### config.mk
export PLATFORM = sky130hd
export DESIGN_NAME = ce_interval_timer
export DESIGN_NICKNAME = d
export VERILOG_FILES = /design/src/rtl/timer_pkg.sv /design/src/rtl/tick_mux.sv /design/src/rtl/ce_interval_timer.sv
export SDC_FILE = /design/constraint.sdc
export NUM_CORES = 1
export LEC_CHECK = 0
export BUFFER_PORTS_ARGS = -buffer_cell sky130_fd_sc_hd__buf_2
export CAP_MARGIN = 40
export CORE_ASPECT_RATIO = 1.25
export CORE_UTILIZATION = 59
export DETAILED_ROUTE_END_ITERATION = 16
export GPL_TIMING_DRIVEN = 1
export PLACE_DENSITY_LB_ADDON = 0.08
export SLEW_MARGIN = 10
export SYNTH_ARGS = -nofsm -noshare
export SYNTH_HDL_FRONTEND = slang
export SYNTH_SLANG_ARGS = --single-unit
### constraint.sdc
create_clock -name clk -period 3.9 [get_ports clk]
set_input_delay 0.78 -clock clk [delete_from_list [all_inputs] [get_ports clk]]
set_output_delay 0.78 -clock clk [all_outputs]
set_load 0.005 [all_outputs]
### src/rtl/timer_pkg.sv
// rtl/timer_pkg.sv - shared state encoding, tick-select constants and default widths for ce_interval_timer
package timer_pkg;

    localparam int W_DEF   = 16;
    localparam int EVW_DEF = 8;

    typedef enum logic {
        IDLE = 1'b0,
        RUN  = 1'b1
    } state_t;

    localparam logic TSEL_1US  = 1'b0;
    localparam logic TSEL_10US = 1'b1;

endpackage

### src/rtl/tick_mux.sv
// rtl/tick_mux.sv - selects the 1 us or 10 us enable strobe as the timer tick
module tick_mux
    import timer_pkg::*;
(
    input  logic tsel_q,
    input  logic ce1us,
    input  logic ce10us,
    output logic tick
);

    assign tick = (tsel_q == TSEL_10US) ? ce10us : ce1us;

endmodule

### src/rtl/ce_interval_timer.sv
// rtl/ce_interval_timer.sv - one-shot/periodic interval timer on external tick strobes; CE_TIMER_IRQ_EN adds sticky irq
module ce_interval_timer
    import timer_pkg::*;
#(
    parameter int W   = W_DEF,
    parameter int EVW = EVW_DEF
) (
    input  logic           clk,
    input  logic           rst_n,
    input  logic           ce1us,
    input  logic           ce10us,
    input  logic           start,
    input  logic           stop,
    input  logic [W-1:0]   period,
    input  logic           periodic,
    input  logic           tsel,
    output logic           busy,
    output logic           done,
    output logic [W-1:0]   remain,
    output logic [EVW-1:0] ev_cnt
`ifdef CE_TIMER_IRQ_EN
    ,
    input  logic           irq_clr,
    output logic           irq
`endif
);

    state_t         state_q, state_d;
    logic [W-1:0]   period_q, period_d;
    logic           periodic_q, periodic_d;
    logic           tsel_q, tsel_d;
    logic [W-1:0]   remain_d;
    logic           done_d;
    logic [EVW-1:0] ev_cnt_d;
    logic           tick;
    logic           load;

    tick_mux u_tick_mux (
        .tsel_q (tsel_q),
        .ce1us  (ce1us),
        .ce10us (ce10us),
        .tick   (tick)
    );

    // A zero period never starts or restarts the timer.
    assign load = start && (period != '0);

    always_comb begin
        state_d    = state_q;
        period_d   = period_q;
        periodic_d = periodic_q;
        tsel_d     = tsel_q;
        remain_d   = remain;
        done_d     = 1'b0;
        ev_cnt_d   = ev_cnt;
        case (state_q)
            IDLE: begin
                if (load) begin
                    state_d    = RUN;
                    period_d   = period;
                    periodic_d = periodic;
                    tsel_d     = tsel;
                    remain_d   = period;
                end
            end
            RUN: begin
                if (stop) begin
                    state_d  = IDLE;
                    remain_d = '0;
                end else if (load) begin
                    period_d   = period;
                    periodic_d = periodic;
                    tsel_d     = tsel;
                    remain_d   = period;
                end else if (tick) begin
                    if (remain > W'(1)) begin
                        remain_d = remain - W'(1);
                    end else begin
                        done_d   = 1'b1;
                        ev_cnt_d = ev_cnt + EVW'(1);
                        if (periodic_q) begin
                            remain_d = period_q;
                        end else begin
                            remain_d = '0;
                            state_d  = IDLE;
                        end
                    end
                end
            end
            default: state_d = IDLE;
        endcase
    end

    always_ff @(posedge clk or negedge rst_n) begin
        if (!rst_n) begin
            state_q    <= IDLE;
            period_q   <= '0;
            periodic_q <= 1'b0;
            tsel_q     <= TSEL_1US;
            remain     <= '0;
            done       <= 1'b0;
            ev_cnt     <= '0;
        end else begin
            state_q    <= state_d;
            period_q   <= period_d;
            periodic_q <= periodic_d;
            tsel_q     <= tsel_d;
            remain     <= remain_d;
            done       <= done_d;
            ev_cnt     <= ev_cnt_d;
        end
    end

    assign busy = (state_q == RUN);

`ifdef CE_TIMER_IRQ_EN
    // Set from the visible done pulse so a clear in that same cycle loses.
    always_ff @(posedge clk or negedge rst_n) begin
        if (!rst_n) begin
            irq <= 1'b0;
        end else if (done) begin
            irq <= 1'b1;
        end else if (irq_clr) begin
            irq <= 1'b0;
        end
    end
`endif

endmodule

==> results.md, run 1 <==
| Metric | This run |
|:---|:---|
| Hold WS | 0.466 ns |
| Count of instances resized after the clock tree is built | 0 |
| Ratio of final minimum period to clock period | 76.8% |
| Worst-margin pin slew | 0.841 ns |
| Detailed-router iteration count before antenna repair | 5 |
| Core region area | 4100 µm² |
| Met3 layer wire length in the routed design | 431 µm |
| Syn Inst Count | 291 |
| Clock tree root driver cell | clkbuf_8 |
| Crit Path Category | input port to register |
| Detail Route met2 WL | 3230 µm |
| Fraction of the core area covered by cells at the end of the flow | 71.8% |
| Count of inserted antenna diode cells | 0 |
| Via density | 6.02 |
| Number of setup violations in the final report | 0 |
| Global-route wire length before repair | 10,600 µm |
| Die footprint | 4530 µm² |
| Type of element capturing the critical path | register |
| Reg-to-reg slack, setup | 1.40 ns |
| Max-slew violation count | 0 |
| Largest cells by area after synthesis | dfrtp_1, nand2_1, xnor2_1, nand3_1, mux2_2 |
| Number of buffers on the longest clock path | 2 |
| Skew-Pair Late Insertion Delay | 0.29 ns |
| Async S/R FF share, synth | 100% |
| Post-placement worst setup slack | 0.643 ns |
| Max frequency | 334 MHz |
| Static leakage | 1.40 nW |
| Required time of the worst setup path | 4.12 ns |
| PwrDens | 404 nW/µm² |
| Antenna-violating nets left | 0 |
| Reg-to-reg critical path endpoint | ev_cnt[7] |
| Number of standard-cell rows in the floorplan | 26 |
| Area delta synth->final | 17.1% |
| TritonCTS Buffers | 5 |
| Count of input and output buffers | 49 |
| Global route overflow | 0 |
| Post-synthesis area per instance | 8.64 µm² |
| Crit start category | input port |
| Distinct cell type count after synthesis | 47 |
| Accumulated negative setup slack | 0 ns |
| Via count of the first global-routing pass | 2,177 |
| Worst slew margin | 43.7% |
| # Max-Cap Violations | 0 |
| Min-delay worst type | input port to asynchronous set/reset pin |
| Highest routing layer actually used | met4 |
| Synth top area share | 43.8% |
| Number of enable flip-flop cells after synthesis | 0 |
| Total number of nets in the final design | 369 |
| Startpoint of the most critical register-to-register path | remain[6] |
| Wirelength, routed | 6710 µm |
| Outcome | finished clean |
| Most area-hungry cell type in the Yosys netlist | dfrtp_1 |
| Total number of yosys warnings | 0 |
| Effective utilization at floorplan | 61.3% |
| Int Power | 0.774 mW |
| Net switching power | 0.415 mW |
| Setup repair after global routing missed its margin | false |
| Reg2Reg Depth | 5 |
| Non-filler cells, final | 398 |
| Die span in x | 60.4 µm |
| Sequential element share of the synthesized area | 43.8% |
| Htree depth | 2 |
| Crit path setup slack, layout | 0.907 ns |
| Final RePlAce weighted congestion | 0.962 |
| Clk network pwr share | 22.4% |
| Synthesized net count | 318 |
| Ys flop type | dfrtp_1 |
| Y dimension of the die | 75.0 µm |
| VDD IR max | 0.288 mV |
| Largest fanout on the critical path | 13 |
| Worst Clk Skew | 0.00331 ns |
| Worst EP arrival | 3.21 ns |
| Clk sinks | 44 |
| Number of hold buffers added after CTS | 0 |
| Number of DRC violations after detailed-routing iteration 0 | 142 |
| TritonCTS clock tree | done |
| Pin count of the biggest net entering global routing | 24 |
| Length of routed wiring on met1 | 2880 µm |
| Total instance count after detailed placement | 391 |
| Relative contribution of combinational cells to total power | 27.4% |
| Total half-perimeter wirelength after legalization and detailed placement | 4990 µm |
| Final routed DRC violation total | 0 |
| Number of flip-flops and latches in the synthesized netlist | 44 |
| Via count | 2,394 |
| Share of total power consumed by net switching | 34.9% |
| Number of antenna violations at the first check in global routing | 0 |
| Share of power burned in registers | 50.2% |
| Final period demand of the worst path | 2.99 ns |
| Top-Level Pins | 50 |
| Share of cells above drive strength 1 | 21.9% |
| Clock transition at the register clock pins on the worst setup and hold paths after CTS | 0.08 ns |
| Final hold violation count | 0 |
| Post-synthesis instance area | 2510 µm² |
| Average detailed-routed wire length per instance | 16.9 µm |
| Post-CTS setup repair buffer count | 0 |
| Total routing usage reported by global routing | 32.2% |
## sequential cells by signal (all words and copies together) (netlist names)
register,cells
periodic_q,1
tsel_q,1
period_q,16
done,1
busy,1
ev_cnt,8
remain,16
## placed cells by master (no fill, tap or decap), types with 2 or more instances in the layout
| cell type | Yosys | final |
|---|---|---|
| buf_4 | 0 | 9 |
| xor2_1 | 6 | 6 |
| buf_2 | 2 | 49 |
| nor4_1 | 6 | 6 |
| o22ai_1 | 2 | 2 |
| nand2_1 | 76 | 76 |
| a22oi_1 | 5 | 5 |
| o21a_1 | 2 | 2 |
| inv_1 | 7 | 7 |
| nand4b_1 | 2 | 2 |
| nand3_1 | 13 | 13 |
| a31oi_1 | 8 | 8 |
| or4_1 | 6 | 6 |
| mux2_2 | 5 | 5 |
| and3_1 | 3 | 3 |
| a21oi_1 | 11 | 11 |
| nor3_1 | 6 | 6 |
| nand2b_1 | 2 | 2 |
| nor2_1 | 12 | 12 |
| and2_1 | 2 | 2 |
| clkbuf_8 | 0 | 5 |
| or3_1 | 2 | 2 |
| ha_1 | 3 | 3 |
| o211ai_1 | 6 | 6 |
| a211oi_1 | 2 | 2 |
| a21o_1 | 2 | 2 |
| nand4_1 | 4 | 4 |
| o21ai_0 | 11 | 11 |
| o31a_1 | 2 | 2 |
| xnor2_1 | 10 | 10 |
| dfrtp_1 | 44 | 44 |
## how the worst max path moves through the flow
stage	from	end	slack, ns	depth (start not counted)
after global placement	period[14]	ev_cnt[4]	0.73	7
after detailed placement	period[14]	ev_cnt[4]	0.64	7
after floorplan	period[14]	ev_cnt[7]	1.17	5
after global routing	period[14]	ev_cnt[4]	0.79	7
after CTS	period[14]	ev_cnt[4]	0.93	7
final	period[14]	ev_cnt[4]	0.91	7
## cells by family (layout without fill, tap and decap cells)
group	Yosys count	in the layout	share of synthesized area, %
multiplexers	5	5	2.24
adder cells (fa/ha/maj)	3	3	1.49
XOR/XNOR	16	16	5.57
AND/OR/NAND/NOR	142	142	27.5
flip-flops	44	44	43.8
AO/OA/AOI/OAI	59	59	16.0
buffers and inverters	22	73	3.38
## final cells by class
type	instances	area (µm²)
clock buffer	6	72.6
clock inverter	1	5.00
inverter	7	26.3
timing repair buffer	59	340
fill	360	1160
sequential	44	1100
tap	56	70.1
multi-input combinational	225	1330
## through the flow
stage	total power [mW]	instance area, µm²
floorplan	0.791	2510
global placement	0.914	2840
detailed placement	0.925	2870
CTS	1.19	2940
global route	1.26	2940
finish	1.19	2940
## Yosys cell counts (all sizes together) (3+ instances only)
cell type and instances:
nand2 76, dfrtp 44, nand3 13, clkbuf 12
nor2 12, o21ai 12, a21oi 11, xnor2 10
a31oi 8, inv 7, nor4 7, or4 7
nor3 6, o211ai 6, xor2 6, a22oi 5
mux2 5, nand4 4, and3 3, buf 3
ha 3
## worst max-delay path: stages
cell     delay [ns]
buf_2          0.10
or4_1          0.58
o41ai_4        0.66
nand3_1        0.42
buf_4          0.29
nor3_1         0.21
xor2_1         0.16
## power groups by stage
stage | combinational, mW | sequential, mW | clock [mW]
3_3_place_gp | 0.313 | 0.601 | 0
2_1_floorplan | 0.216 | 0.576 | 0
4_1_cts | 0.324 | 0.594 | 0.274
3_5_place_dp | 0.321 | 0.603 | 0
5_1_grt | 0.365 | 0.604 | 0.294
6_report | 0.326 | 0.596 | 0.267
## per-layer routing
layer  vias up  track usage [%]
met4         0             15.5
met1      1118             44.6
met5         -                0
met2       118             49.1
met3        17             4.64
li1       1141                -
Note: power is estimated with default switching activity, not from simulation.
==> run 2: changes to the inputs <==
CORE_UTILIZATION = 50   (was 59)
clock period = 2.45 ns   (was 3.9 ns; I/O delays follow)
==> run 2 against run 1 <==
Wire length grew 7.4%. Utilization shrank 4.1 points. Combinational power grew 87%.
==> results.md, run 2 (synthesis gave the netlist of run 1 again) <==
| Metric | This run | Delta |
|:---|:---|:---|
| Outcome | finished clean | unchanged |
| Regs by FF count | period_q x16, remain x16, ev_cnt x8 | unchanged |
| Number of stages on the worst hold path | 3 |  |
| Count of input and output buffers | 49 | unchanged |
| Worst-margin pin slew | 0.385 ns | was 0.841 ns |
| # Max-Cap Violations | 0 | unchanged |
| Number of antenna violations at the first check in global routing | 0 | unchanged |
| Max frequency | 434 MHz |  |
| Clock tree root driver cell | clkbuf_8 | unchanged |
| Setup repair after global routing missed its margin | false | unchanged |
| Worst EP arrival | 2.54 ns | was 3.21 ns |
| Largest fanout on the critical path | 24 | was 13 |
| Type of element capturing the critical path | register | unchanged |
| Core region area | 4800 µm² | was 4100 µm² |
| DP Area | 3080 µm² | was 2870 µm² |
| Number of standard-cell rows in the floorplan | 28 | was 26 |
| PwrDens | 713 nW/µm² | was 404 nW/µm² |
| Via density | 5.86 | was 6.02 |
| Die span in x | 65.4 µm | was 60.4 µm |
| Global-route wire length before repair | 12,000 µm | was 10,600 µm |
| Y dimension of the die | 81.3 µm | was 75.0 µm |
| Commonest cells after routing, fill and taps aside | nand2_1, buf_2, dfrtp_1 | unchanged |
| Via count of the first global-routing pass | 2,440 | was 2,177 |
| Hold WS | 0.365 ns | was 0.466 ns |
| Global route overflow | 0 | unchanged |
| Total half-perimeter wirelength after legalization and detailed placement | 5350 µm | was 4990 µm |
| Final period demand of the worst path | 2.30 ns |  |
| Commonest non-fill, non-tap cell in the layout | nand2_1 | unchanged |
| Total number of nets in the final design | 397 | was 369 |
| Number of DRC violations after detailed-routing iteration 0 | 161 | was 142 |
| Effective utilization at floorplan | 52.4% | was 61.3% |
| Detailed-router iteration count before antenna repair | 4 | was 5 |
| Pin count of the biggest net entering global routing | 25 | was 24 |
| Number of setup violations in the final report | 0 | unchanged |
| Count of inserted antenna diode cells | 0 | unchanged |
| Reg2Reg Depth | 6 | was 5 |
| Sum of internal, switching and leakage power | 2.31 mW | was 1.19 mW |
| Min-delay worst type | input port to register | was input port to asynchronous set/reset pin |
| Post-CTS setup repair buffer count | 0 | unchanged |
| Max-slew violation count | 0 | unchanged |
| Final RePlAce weighted congestion | 1.02 | was 0.962 |
| Area delta synth->final | 29.2% | was 17.1% |
| Worst Clk Skew | 0.00715 ns | was 0.00331 ns |
| Final hold violation count | 0 | unchanged |
| Final routed DRC violation total | 0 | unchanged |
| Via count | 2,527 | was 2,394 |
| Worst slew margin | 73.6% | was 43.7% |
| Antenna-violating nets left | 0 | unchanged |
| Wirelength, routed | 7210 µm | was 6710 µm |
| Crit start category | input port | unchanged |
| Design area | 3250 µm² | was 2940 µm² |
| Skew-Pair Late Insertion Delay | 0.31 ns | was 0.29 ns |
| Total routing usage reported by global routing | 30.4% | was 32.2% |
| Crit Path Category | input port to register | unchanged |
| Post-placement worst setup slack | -0.145 ns | was 0.643 ns |
| Average detailed-routed wire length per instance | 16.7 µm | was 16.9 µm |
| Clk sinks | 44 | unchanged |
| Top-Level Pins | 50 | unchanged |
| Die footprint | 5320 µm² | was 4530 µm² |
| TritonCTS Buffers | 5 | unchanged |
| TritonCTS clock tree | done | unchanged |
| Htree depth | 2 | unchanged |
| Static leakage | 1.57 nW | was 1.40 nW |
| Share of cells above drive strength 1 | 28.0% | was 21.9% |
| Crit path setup slack, layout | 0.147 ns | was 0.907 ns |
| Number of buffers on the longest clock path | 2 | unchanged |
| Ratio of final minimum period to clock period | 94.0% |  |
| Required time of the worst setup path | 2.69 ns | was 4.12 ns |
| Clock transition at the register clock pins on the worst setup and hold paths after CTS | 0.09 ns | was 0.08 ns |
| VDD IR max | 0.598 mV | was 0.288 mV |
## run 2: per-stage QoR
step	cells	utilization, %	TNS (ns)
2_1_floorplan	291	-	0
3_3_place_gp	422	64.1	-1.24
3_5_place_dp	422	64.1	-0.975
4_1_cts	431	67.6	0
5_1_grt	431	67.6	0
6_report	431	67.6	0
## run 2: final cells by class
class / count / area (µm²)
Fill cell: 421 / 1550
Multi-Input combinational cell: 225 / 1330
Sequential cell: 44 / 1100
Timing Repair Buffer: 87 / 558
Clock inverter: 3 / 90.1
Tap cell: 60 / 75.1
Clock buffer: 5 / 68.8
Inverter: 7 / 26.3
## run 2: where the power goes
group	internal, mW	switching, mW	leakage [nW]
Combinational	0.275	0.334	0.938
Clock	0.510	0.271	0.0784
Sequential	0.815	0.109	0.553
Total	1.60	0.714	1.57
## run 2: final timing paths
path	from	endpoint	slack, ns
min in group asynchronous	rst_n	done	0.49
max reg2reg	remain[6]	remain[11]	0.28
max	period[14]	ev_cnt[6]	0.15
max in group asynchronous	rst_n	period_q[1]	1.49
min reg2reg	ev_cnt[7]	ev_cnt[7]	0.48
min	tsel	tsel_q	0.37
## run 2: what timing repair did
item                      in CTS  in global routing
hold buffers                   1                  0
hold endpoints to repair       1                  0
resized for setup              0                  0
## run 2: metal layers
layer  share of wire [%]  track usage, %  up-vias
li1                    -               -     1198
met1                  42            39.3     1209
met2                  48            49.2      100
met3                 6.3            4.78       20
met4                 3.5            14.8        0
met5                   0               0        -
## run 2: worst max-delay path, stage by stage
cell and delay [ns]:
buf_2 0.10, or4_1 0.62, o41ai_4 0.38, buf_4 0.30, nand3_1 0.15, nor4_1 0.35, xnor2_1 0.16
==> run 3: changes to the inputs <==
CORE_UTILIZATION = 51   (was 50)
CTS_BUF_LIST = sky130_fd_sc_hd__clkbuf_8   (was unset)
REMOVE_ABC_BUFFERS = 1   (was unset)
==> run 3 against run 2 <==
Critical endpoint unchanged. Via count is 3.3% lower. Critical path type unchanged. Clock skew is 0.0024 ns higher. Non-clock buffer count is 4 lower. Final cell count is 1.2% lower.
==> results.md, run 3 (synthesis gave the netlist of run 1 again) <==
| Metric | This run | Delta |
|:---|:---|:---|
| Outcome | finished clean | unchanged |
| Worst EP arrival | 2.52 ns | was 2.54 ns |
| Via count | 2,444 | was 2,527 |
| Number of setup violations in the final report | 0 | unchanged |
| Number of antenna violations at the first check in global routing | 0 | unchanged |
| Y dimension of the die | 80.5 µm | was 81.3 µm |
| Share of cells above drive strength 1 | 27.3% | was 28.0% |
| Detailed-router iteration count before antenna repair | 4 | unchanged |
| Largest fanout on the critical path | 3 | was 24 |
| Start point of the critical path | period[14] | unchanged |
| Post-CTS setup repair buffer count | 0 | unchanged |
| Global route overflow | 0 | unchanged |
| Antenna-violating nets left | 0 | unchanged |
| Global-route wire length before repair | 11,600 µm | was 12,000 µm |
| VDD IR max | 0.379 mV | was 0.598 mV |
| Final routed DRC violation total | 0 | unchanged |
| Family with the most delay on the worst path | simple AND/OR/NAND/NOR gates | unchanged |
| Min-delay worst type | input port to asynchronous set/reset pin | was input port to register |
| Ratio of final minimum period to clock period | 93.7% | was 94.0% |
| TritonCTS clock tree | done | unchanged |
| Area delta synth->final | 24.9% | was 29.2% |
| Accumulated negative setup slack | 0 ns | unchanged |
| Max-slew violation count | 0 | unchanged |
| Type of element capturing the critical path | register | unchanged |
| Number of buffers on the longest clock path | 2 | unchanged |
| PwrDens | 641 nW/µm² | was 713 nW/µm² |
| Clock tree root driver cell | clkbuf_8 | unchanged |
| Worst slew margin | 67.4% | was 73.6% |
| Number of DRC violations after detailed-routing iteration 0 | 141 | was 161 |
| Skew-Pair Late Insertion Delay | 0.30 ns | was 0.31 ns |
| Worst Clk Skew | 0.00953 ns | was 0.00715 ns |
| Fraction of the core area covered by cells at the end of the flow | 66.4% | was 67.6% |
| Crit start category | input port | unchanged |
| Average detailed-routed wire length per instance | 16.8 µm | was 16.7 µm |
| Via density | 5.74 | was 5.86 |
| Htree depth | 2 | unchanged |
| Commonest non-fill, non-tap cell in the layout | nand2_1 | unchanged |
| Pin count of the biggest net entering global routing | 23 | was 25 |
| Final hold violation count | 0 | unchanged |
| Static leakage | 1.52 nW | was 1.57 nW |
| Core region area | 4730 µm² | was 4800 µm² |
| Die span in x | 64.8 µm | was 65.4 µm |
| Count of input and output buffers | 49 | unchanged |
| Worst path cell trace | buf_2 > or4_1 > o41ai_4 > nand3_1 > nor4_1 > buf_4 > xnor2_1 | was buf_2 > or4_1 > o41ai_4 > buf_4 > nand3_1 > nor4_1 > xnor2_1 |
| Die footprint | 5220 µm² | was 5320 µm² |
| Critical-path cell with the highest stage delay | or4_1 | unchanged |
| Regs by FF count | period_q x16, remain x16, ev_cnt x8 | unchanged |
| Count of instances resized after the clock tree is built | 0 | unchanged |
| Wirelength, routed | 7140 µm | was 7210 µm |
| Final period demand of the worst path | 2.30 ns | about the same |
| Setup repair after global routing missed its margin | false | unchanged |
| Worst-margin pin slew | 0.484 ns | was 0.385 ns |
| Count of inserted antenna diode cells | 0 | unchanged |
| Number of buffers and inverters on the critical path | 2 | unchanged |
| Startpoint of the most critical register-to-register path | remain[6] | unchanged |
| Hold WS | 0.0559 ns | was 0.365 ns |
| Top-Level Pins | 50 | unchanged |
| Number of hold buffers added after CTS | 0 | was 1 |
| Commonest cells after routing, fill and taps aside | nand2_1, buf_2, dfrtp_1 | unchanged |
| Crit Path Category | input port to register | unchanged |
| Number of standard-cell rows in the floorplan | 28 | unchanged |
| TritonCTS Buffers | 5 | unchanged |
| Total routing usage reported by global routing | 29.8% | was 30.4% |
| Max frequency | 436 MHz | was 434 MHz |
| # Max-Cap Violations | 0 | unchanged |
| Sum of internal, switching and leakage power | 2.01 mW | was 2.31 mW |
| Effective utilization at floorplan | 53.1% | was 52.4% |
| Via count of the first global-routing pass | 2,389 | was 2,440 |
| Clk sinks | 44 | unchanged |
| Total number of nets in the final design | 393 | was 397 |
| Maximum single-stage delay on the critical path | 0.61 ns | was 0.62 ns |
| Required time of the worst setup path | 2.67 ns | was 2.69 ns |
| Final RePlAce weighted congestion | 1.00 | was 1.02 |
| Total half-perimeter wirelength after legalization and detailed placement | 5540 µm | was 5350 µm |
| Clock transition at the register clock pins on the worst setup and hold paths after CTS | 0.08 ns | was 0.09 ns |
-- run 3: cell count changes in the layout (fill, tap and decap cells not counted), sizes merged --
cell and delta:
bufinv -3, clkbuf +2, buf -3, dlygate4sd3 -1
-- run 3: per-layer routing --
layer	track usage [%]	vias to the layer above	part of all wire [%]
li1	-	1184	-
met1	36.7	1163	43
met2	50.2	83	50
met3	4.97	14	4.4
met4	13.8	0	2.7
met5	0	-	0
-- run 3: report_power, final --
group	internal, mW	switching (mW)	leakage [nW]
clock	0.251	0.250	0.0503
sequential	0.815	0.124	0.553
combinational	0.259	0.312	0.918
-- run 3: stage by stage --
step                cells  area (µm²)  setup slack [ns]
floorplan             276        2450            -0.416
global placement      419        3040           -0.0777
detailed placement    419        3040            -0.136
CTS                   426        3140             0.161
global route          426        3140            0.0956
finish                426        3140             0.154
-- run 3: worst paths after layout --
check	slack (ns)	cells after the start	end
setup / recovery	0.15	7	ev_cnt[6]
hold reg to reg	0.48	2	period_q[12]
hold / removal	0.06	1	tsel_q
max in group asynchronous	1.86	2	remain[0]
min in group clk	0.38	3	tsel_q
setup reg to reg	0.30	6	ev_cnt[6]
-- run 3: final cells by class --
cell class	instances	area, µm²
Clock buffer	7	96.3
Multi-Input combinational cell	225	1330
Timing Repair Buffer	83	513
Fill cell	437	1590
Inverter	7	26.3
Tap cell	60	75.1
Sequential cell	44	1100
